`src/rtl/quad_step_decoder.sv`:
```
// Quadrature front end: synchronises and debounces raw A/B inputs, then decodes
// Gray-code transitions into a one-cycle step pulse with a direction level.
// Illegal double-bit jumps raise a one-cycle error pulse instead of a step.
module quad_step_decoder #(
  parameter int unsigned DEB_CYCLES = 4,
  parameter int unsigned DEB_W      = 4
) (
  input  logic       clk,
  input  logic       reset,
  input  logic       qa,
  input  logic       qb,
  input  logic       en,
  output logic       count,
  output logic       inc,
  output logic       err,
  output logic [1:0] ab_state
);

  logic [1:0]       sync1_q, sync2_q;
  logic [1:0]       cand_prev_q;
  logic [DEB_W-1:0] deb_cnt_q, deb_cnt_d, deb_next;
  logic [1:0]       ab_q, ab_d;
  logic [1:0]       ab_old_q, ab_old_d;
  logic             upd_q, upd_d;
  logic             count_q, count_d;
  logic             inc_q, inc_d;
  logic             err_q, err_d;

  logic [1:0] cand;
  logic       cand_changed;
  logic       accept;
  logic       step_fwd, step_rev, step_bad;

  assign cand         = sync2_q;
  assign cand_changed = (cand != cand_prev_q);

  // Two-flop synchroniser per channel, plus a copy of the last candidate to detect changes.
  always_ff @(posedge clk or posedge reset) begin
    if (reset) begin
      sync1_q     <= 2'b00;
      sync2_q     <= 2'b00;
      cand_prev_q <= 2'b00;
    end else begin
      sync1_q     <= {qa, qb};
      sync2_q     <= sync1_q;
      cand_prev_q <= sync2_q;
    end
  end

  // Debounce: count consecutive stable cycles of a candidate that differs from the accepted state.
  always_comb begin
    deb_next  = cand_changed ? DEB_W'(1) : deb_cnt_q + DEB_W'(1);
    deb_cnt_d = '0;
    accept    = 1'b0;
    ab_d      = ab_q;
    ab_old_d  = ab_old_q;
    upd_d     = 1'b0;
    if (cand != ab_q) begin
      if (deb_next == DEB_W'(DEB_CYCLES)) begin
        // Candidate has been stable long enough: adopt it and remember where we came from.
        accept   = 1'b1;
        ab_d     = cand;
        ab_old_d = ab_q;
        upd_d    = 1'b1;
      end else begin
        deb_cnt_d = deb_next;
      end
    end
  end

  // Classify the previous-to-current accepted state transition.
  always_comb begin
    step_fwd = 1'b0;
    step_rev = 1'b0;
    step_bad = 1'b0;
    unique case ({ab_old_q, ab_q})
      4'b0001, 4'b0111, 4'b1110, 4'b1000: step_fwd = 1'b1;
      4'b0010, 4'b1011, 4'b1101, 4'b0100: step_rev = 1'b1;
      4'b0011, 4'b1100, 4'b0110, 4'b1001: step_bad = 1'b1;
      default:                            ;
    endcase
  end

  // Output decode one edge after an accepted state change; en gates only the step.
  always_comb begin
    count_d = 1'b0;
    inc_d   = inc_q;
    err_d   = 1'b0;
    if (upd_q) begin
      if (step_bad) begin
        err_d = 1'b1;
      end else if (en && (step_fwd || step_rev)) begin
        count_d = 1'b1;
        inc_d   = step_fwd;
      end
    end
  end

  // Debounce state, accepted state and registered outputs.
  always_ff @(posedge clk or posedge reset) begin
    if (reset) begin
      deb_cnt_q <= '0;
      ab_q      <= 2'b00;
      ab_old_q  <= 2'b00;
      upd_q     <= 1'b0;
      count_q   <= 1'b0;
      inc_q     <= 1'b0;
      err_q     <= 1'b0;
    end else begin
      deb_cnt_q <= deb_cnt_d;
      ab_q      <= ab_d;
      ab_old_q  <= ab_old_d;
      upd_q     <= upd_d;
      count_q   <= count_d;
      inc_q     <= inc_d;
      err_q     <= err_d;
    end
  end

  assign count    = count_q;
  assign inc      = inc_q;
  assign err      = err_q;
  assign ab_state = ab_q;

  logic unused_accept;
  assign unused_accept = accept;

endmodule

```
`config.mk`:
```
export PLATFORM = sky130hd
export DESIGN_NAME = quad_step_decoder
export DESIGN_NICKNAME = d
export VERILOG_FILES = /design/src/rtl/quad_step_decoder.sv
export SDC_FILE = /design/constraint.sdc
export NUM_CORES = 1
export LEC_CHECK = 0
export CAP_MARGIN = 20
export CORE_UTILIZATION = 46
export CTS_CLUSTER_SIZE = 30
export DETAILED_ROUTE_END_ITERATION = 6
export PLACE_DENSITY = 0.78
export SYNTH_ARGS = -nofsm -noshare
export SYNTH_HDL_FRONTEND = slang
export SYNTH_SLANG_ARGS = --single-unit
```
`constraint.sdc`:
```
create_clock -name clk -period 1.61 [get_ports clk]
set_clock_uncertainty 0.2 [all_clocks]
set_input_delay 0.322 -clock clk [delete_from_list [all_inputs] [get_ports clk]]
set_output_delay 0.322 -clock clk [all_outputs]
set_load 0.01 [all_outputs]
```
==> flow_summary.toml, run 1 <==
[run_status]
status = "finished with violations"
violations = "negative setup slack"

[synthesis]
syn_nets = 62
avgSynthCellArea_um2 = 13.4
synth_top_family_by_area = "XOR/XNOR gates"
synthArstFlopShare_pct = 100
ys_top_cells_by_area = "dfrtp_1 (60%), xor2_1 (9.3%), xnor2_1 (4.7%), nand4b_4 (3.2%), mux2_1 (3.0%)"
synth-simple-area-share_pct = 12.8
synth_compound_area_share_pct = 3.49
ys_ff_latch = 18
synth_adder_area_share_pct = 1.66
synth_edf_count = 0
synth.top_cell.area_share_pct = 59.9
synth_top_cell_by_area = "dfrtp_1"
yosys_warnings = 0
yosys_most_used_dff = "dfrtp_1"
synthesis.area_um2 = 752
yosysSeqAreaShare_pct = 59.9
synth-xor-area-share_pct = 14.0
muxShareOfSynthArea_pct = 5.99
postSynthCellCount = 56
yosysUniqueCellTypes = 20

[cts]
clock_latency_ps = 290
htree_levels = 1
cts-root-buf = "clkbuf_4"
cts_inserted_buffers = 3
hold_buffers = 0
cts_tree = "built"
clock_path_buffers = 2
clk_pin_slew_worst_paths_ps = 100
clock-sinks = 18

[timing]
period_minus_slack_ps = 1790
setup_violations = 5
post-route-period-util_pct = 111
fmax_ghz = 0.558
drv_slew = 0
fin_ws_ps = -182
relSlewSlack_pct = 73.3
rsz0062_at_grt = "yes"
tightest_slew_ps = 397
hold_viol = 0

[floorplanning]
die_height_um = 42.4
core_area_um2 = 1520
die_width_um = 42.4
die-area_um2 = 1800
io_pins = 10
start_util_pct = 49.3
rows = 14

[detailed_routing]
drt-vias-per-instance = 5.02
num_vias = 467
finalWirelength_um = 1230
drtIter0Drc = 3
drt_pass1_iterations = 4
routedWlPerCell_um = 13.2
drtAntennaViolNets = 0
drcViolationCount = 0

[worst_setup_path]
r2r-start = "deb_cnt_q[1]$_DFF_PP0_"
cp_max_fo = 3
cp.arrival_ps = 1780
crit_path_end_kind = "flop"
cp-start-kind = "flop"
reg2reg_depth = 5
critPathRequiredTime_ps = 1600
cp_slowest_cell = "dfrtp_1"
critical_path.top_delay_family = "simple AND/OR/NAND/NOR gates"
crit_start = "deb_cnt_q[1]$_DFF_PP0_"
path_cells = "ha_2 -> xnor2_2 -> nor3b_4 -> nand4b_4 -> mux2_4"
r2r_slack_ps = -180
worstSetupEndpoint = "ab_old_q[1]$_DFFE_PP0P_"
crit_cells = 5
slowest_delay_ps = 400
critPathBufInv = 0
r2r-end = "ab_old_q[1]$_DFFE_PP0P_"
critical_path_class = "flop to flop"

[global_routing]
grt_antenna_before_repair = 0
grt_pass1_wl_um = 2210
grt_max_degree = 19
overflow = 0
grtUsageTotal_pct = 17.3
grt_pass1_vias = 484

[place]
gp_congestion = 0.712
hpwl_um = 896
port_buffers = 9
placed_cells = 85

[min_path]
hold_path_class = "primary input to asynchronous set/reset pin"

[power_and_ir_drop]
power.density_nw_per_um2 = 1410
max-vdd-ir-drop_mv = 0.872
p_leak_nw = 0.495

[layout]
nets = 84
num_antenna_cells = 0
fill_cells = 111
drive_gt1_share_pct = 31.2
area_growth_pct = 30.3
final_util_pct = 64.3
final_cells = 93

[run]
maxCapViolations = 0
[cells in the final DEF (no fill, tap or decap), types with 3 or more instances in the layout]
master,netlist,layout
o21ai_0,3,3
inv_1,3,3
clkbuf_4,0,3
nor2_1,4,4
dfrtp_1,18,18
buf_4,0,9
xor2_1,8,8
dlygate4sd2_1,0,5
clkdlybuf4s50_1,0,4
[logic make-up after synthesis]
family,after synthesis
AOI/OAI and AO/OA,5
muxes,4
buffers and inverters,4
adders and majority gates,1
and+or+nand+nor,12
xor gates and xnor gates,12
DFF,18
[state kept, by name (all words and copies together), names as in the netlist]
signal       count
ab_old_q         2
ab_state         2
cand             2
cand_prev_q      2
count            1
deb_cnt_q        4
err              1
inc              1
sync1_q          2
upd_q            1
[what timing repair did]
action	CTS	global route
endpoints found under the setup margin	10	6
pin swaps	4	5
gates resized for setup	7	1
setup buffers	3	1
cloned	0	0
[layer usage]
metal / global-route usage (%) / vias to the layer above / share of wire (%)
met5: 0 / - / 0
met4: 9.38 / 0 / 2.0
met3: 3.88 / 4 / 2.4
met2: 27.1 / 9 / 47
met1: 22.3 / 228 / 49
li1: - / 226 / -
[how the worst min path moves through the flow]
stage | end | cells after the start
2_1_floorplan | ab_old_q[0]$_DFFE_PP0P_ | 1
3_3_place_gp | cand[0]$_DFF_PP0_ | 0
3_5_place_dp | cand[1]$_DFF_PP0_ | 0
4_1_cts | ab_state[0]$_DFFE_PP0P_ | 3
5_1_grt | cand[1]$_DFF_PP0_ | 0
6_report | ab_state[0]$_DFFE_PP0P_ | 3
[worst register-to-register path, delay by kind of cell, from the launching register on]
kind	cells	cell delay [ps]
XOR/XNOR	1	150
flip-flops	1	400
AND/OR/NAND/NOR	2	420
adder cells (fa/ha/maj)	1	200
multiplexers	1	320
[cell type report]
cell class / instances / area (um2) / area share [%]
sequential: 18 / 450 / 46.0
clock buffer: 4 / 36.3 / 3.70
tap: 16 / 20.0 / 2.04
multi-input combinational: 34 / 310 / 31.7
inverter: 3 / 11.3 / 1.15
timing repair buffer: 18 / 151 / 15.5
[synthesized netlist by cell type, types with 2 or more instances]
master / number
xor2_1: 8
o21ai_0: 3
mux2_1: 2
nor2_1: 4
inv_1: 3
dfrtp_1: 18
mux2_2: 2
xnor2_1: 4
[report_power, final]
group	switching [mW]	total [mW]	internal (mW)
Combinational	0.241	0.539	0.298
Clock	0.144	0.282	0.138
Sequential	0.0411	0.558	0.517
Total	0.426	1.38	0.953
[through the flow]
stage / worst slack (ps) / hold slack, ps / area (um2) / TNS [ps] / total power, mW
2_1_floorplan: -130 / 60.6 / 762 / -427 / 0.880
3_3_place_gp: -127 / 138 / 905 / -465 / 1.04
3_5_place_dp: -203 / 136 / 905 / -725 / 1.05
4_1_cts: -177 / 151 / 965 / -643 / 1.36
5_1_grt: -250 / 174 / 980 / -998 / 1.45
6_report: -182 / 143 / 980 / -669 / 1.38
(Power assumes the default switching activity.)
==> inputs of run 2 (changes only) <==
--- a/config.mk
+++ b/config.mk
@@ -5,7 +5,6 @@
 export SDC_FILE = /design/constraint.sdc
 export NUM_CORES = 1
 export LEC_CHECK = 0
-export CAP_MARGIN = 20
 export CORE_UTILIZATION = 46
 export CTS_CLUSTER_SIZE = 30
 export DETAILED_ROUTE_END_ITERATION = 6
==> results of run 2 <==
Final layout, timing and power as in run 1 (identical DEF).
==> inputs of run 3 (changes only) <==
--- a/config.mk
+++ b/config.mk
@@ -6,9 +6,11 @@
 export NUM_CORES = 1
 export LEC_CHECK = 0
 export CORE_UTILIZATION = 46
+export CTS_BUF_LIST = sky130_fd_sc_hd__clkbuf_16
 export CTS_CLUSTER_SIZE = 30
 export DETAILED_ROUTE_END_ITERATION = 6
 export PLACE_DENSITY = 0.78
 export SYNTH_ARGS = -nofsm -noshare
 export SYNTH_HDL_FRONTEND = slang
 export SYNTH_SLANG_ARGS = --single-unit
+export TNS_END_PERCENT = 100
==> flow_summary.toml, run 3 (same netlist as run 1, synthesis figures left out) <==
[run_status]
status = "finished with violations"
violations = "negative setup slack"

[layout]
nets = 83
layout_commonest_cell = "dfrtp_1"
num_antenna_cells = 0
layout_common_cells = "dfrtp_1 (18), xor2_1 (8), buf_4 (8)"
area_growth_pct = 35.4
fill_cells = 109
drive_gt1_share_pct = 28.9
final_util_pct = 66.8
top_register = "deb_cnt_q"
largest_reg_flops = 4

[power_and_ir_drop]
swShare_pct = 28.0
power.density_nw_per_um2 = 1550
seq_power_share_pct = 36.0
p_switching_uw = 441
power_frac_comb_pct = 32.8
p_leak_nw = 0.521
p_clk_share_pct = 31.2
p_int_mw = 1.13
max-vdd-ir-drop_mv = 1.09

[worst_setup_path]
reg2reg_depth = 5
critical_path_class = "flop to flop"
cp.arrival_ps = 1710
crit_path_end_kind = "flop"
cp_max_fo = 3
cp-start-kind = "flop"
critPathRequiredTime_ps = 1540

[place]
gp_congestion = 0.712
hpwl_um = 896
dp_slack_ps = -203
port_buffers = 9

[run]
maxCapViolations = 0

[cts]
clock-sinks = 18
clk_pin_slew_worst_paths_ps = 50
htree_levels = 1
hold_buffers = 0
clock_path_buffers = 2
cts-root-buf = "clkbuf_16"
cts_tree = "built"
cts_inserted_buffers = 3
clock_latency_ps = 250

[floorplanning]
rows = 14
start_util_pct = 49.3
die_height_um = 42.4
die_width_um = 42.4
core_area_um2 = 1520
die-area_um2 = 1800
io_pins = 10

[detailed_routing]
drtIter0Drc = 5
drtAntennaViolNets = 0
drt-vias-per-instance = 5.07
drcViolationCount = 0
routedWlPerCell_um = 13.4
finalWirelength_um = 1240
drt_pass1_iterations = 4
num_vias = 466

[timing]
fin_ws_ps = -173
tightest_slew_ps = 406
hold_viol = 0
setup_violations = 5
relSlewSlack_pct = 72.6
drv_slew = 0
period_minus_slack_ps = 1780
rsz0062_at_grt = "yes"
fmax_ghz = 0.561
post-route-period-util_pct = 111

[global_routing]
grt_pass1_vias = 503
grtUsageTotal_pct = 17.7
grt_antenna_before_repair = 0
overflow = 0
grt_pass1_wl_um = 2240
grt_max_degree = 19

[min_path]
hold_path_class = "flop to flop"
worstHoldPathCells = 0
## run 3: through the flow
| step | power (mW) | cell area, um2 | setup TNS [ps] | instances | hold WS [ps] |
|---|---|---|---|---|---|
| 5_1_grt | 1.65 | 1020 | -943 | 92 | 161 |
| 4_1_cts | 1.56 | 1000 | -606 | 91 | 155 |
| 6_report | 1.57 | 1020 | -622 | 92 | 153 |
| 3_3_place_gp | 1.04 | 905 | -465 | 85 | 138 |
| 3_5_place_dp | 1.05 | 905 | -725 | 85 | 136 |
| 2_1_floorplan | 0.880 | 762 | -427 | 56 | 60.6 |
## run 3: path summary, 6_finish.rpt
path                                        startpoint                      end  slack [ps]
min in group asynchronous                        reset  ab_state[0]$_DFFE_PP0P_         210
worst min register to register    sync1_q[0]$_DFF_PP0_        cand[0]$_DFF_PP0_         150
worst min-delay path              sync1_q[0]$_DFF_PP0_        cand[0]$_DFF_PP0_         150
worst max-delay path            deb_cnt_q[1]$_DFF_PP0_  ab_old_q[1]$_DFFE_PP0P_        -170
worst max register to register  deb_cnt_q[1]$_DFF_PP0_  ab_old_q[1]$_DFFE_PP0P_        -170
max in group asynchronous                        reset   deb_cnt_q[0]$_DFF_PP0_         810
## run 3: final cells by class
cell class                      count  area, um2  share of cell area (%)
Tap cell                           16       20.0                    1.97
Multi-Input combinational cell     34        310                    30.5
Sequential cell                    18        450                    44.2
Inverter                            3       11.3                    1.11
Clock inverter                      1       3.75                   0.369
Timing Repair Buffer               17        148                    14.5
Clock buffer                        3       75.1                    7.37
## run 3: routing by layer
layer  wire length [um]  share of wire, %  global-route usage (%)
met5                  0                 0                       0
met4                 19               1.5                    11.3
met3                 32               2.6                    3.88
met2                623                50                    27.1
met1                560                45                    22.6
## run 3: timing repair
item	4_1_cts	5_1_grt
endpoints found under the setup margin	9	7
resized for setup	6	3
pin swaps	4	5
cloned	0	0
setup buffers	2	1
## run 3: critical path, cell delays in order, from the launching register on
cell and delay [ps]:
dfrtp_1 380, ha_2 200, xnor2_2 150, nor3b_4 270, nand4b_4 150, mux2_4 320
## run 3: power by group through the flow
| stage | Sequential (mW) | Clock (mW) | Combinational (mW) |
|---|---|---|---|
| floorplan | 0.595 | 0 | 0.284 |
| global placement | 0.582 | 0 | 0.458 |
| detailed placement | 0.585 | 0 | 0.470 |
| CTS | 0.566 | 0.498 | 0.496 |
| global route | 0.577 | 0.510 | 0.567 |
| finish | 0.566 | 0.492 | 0.517 |
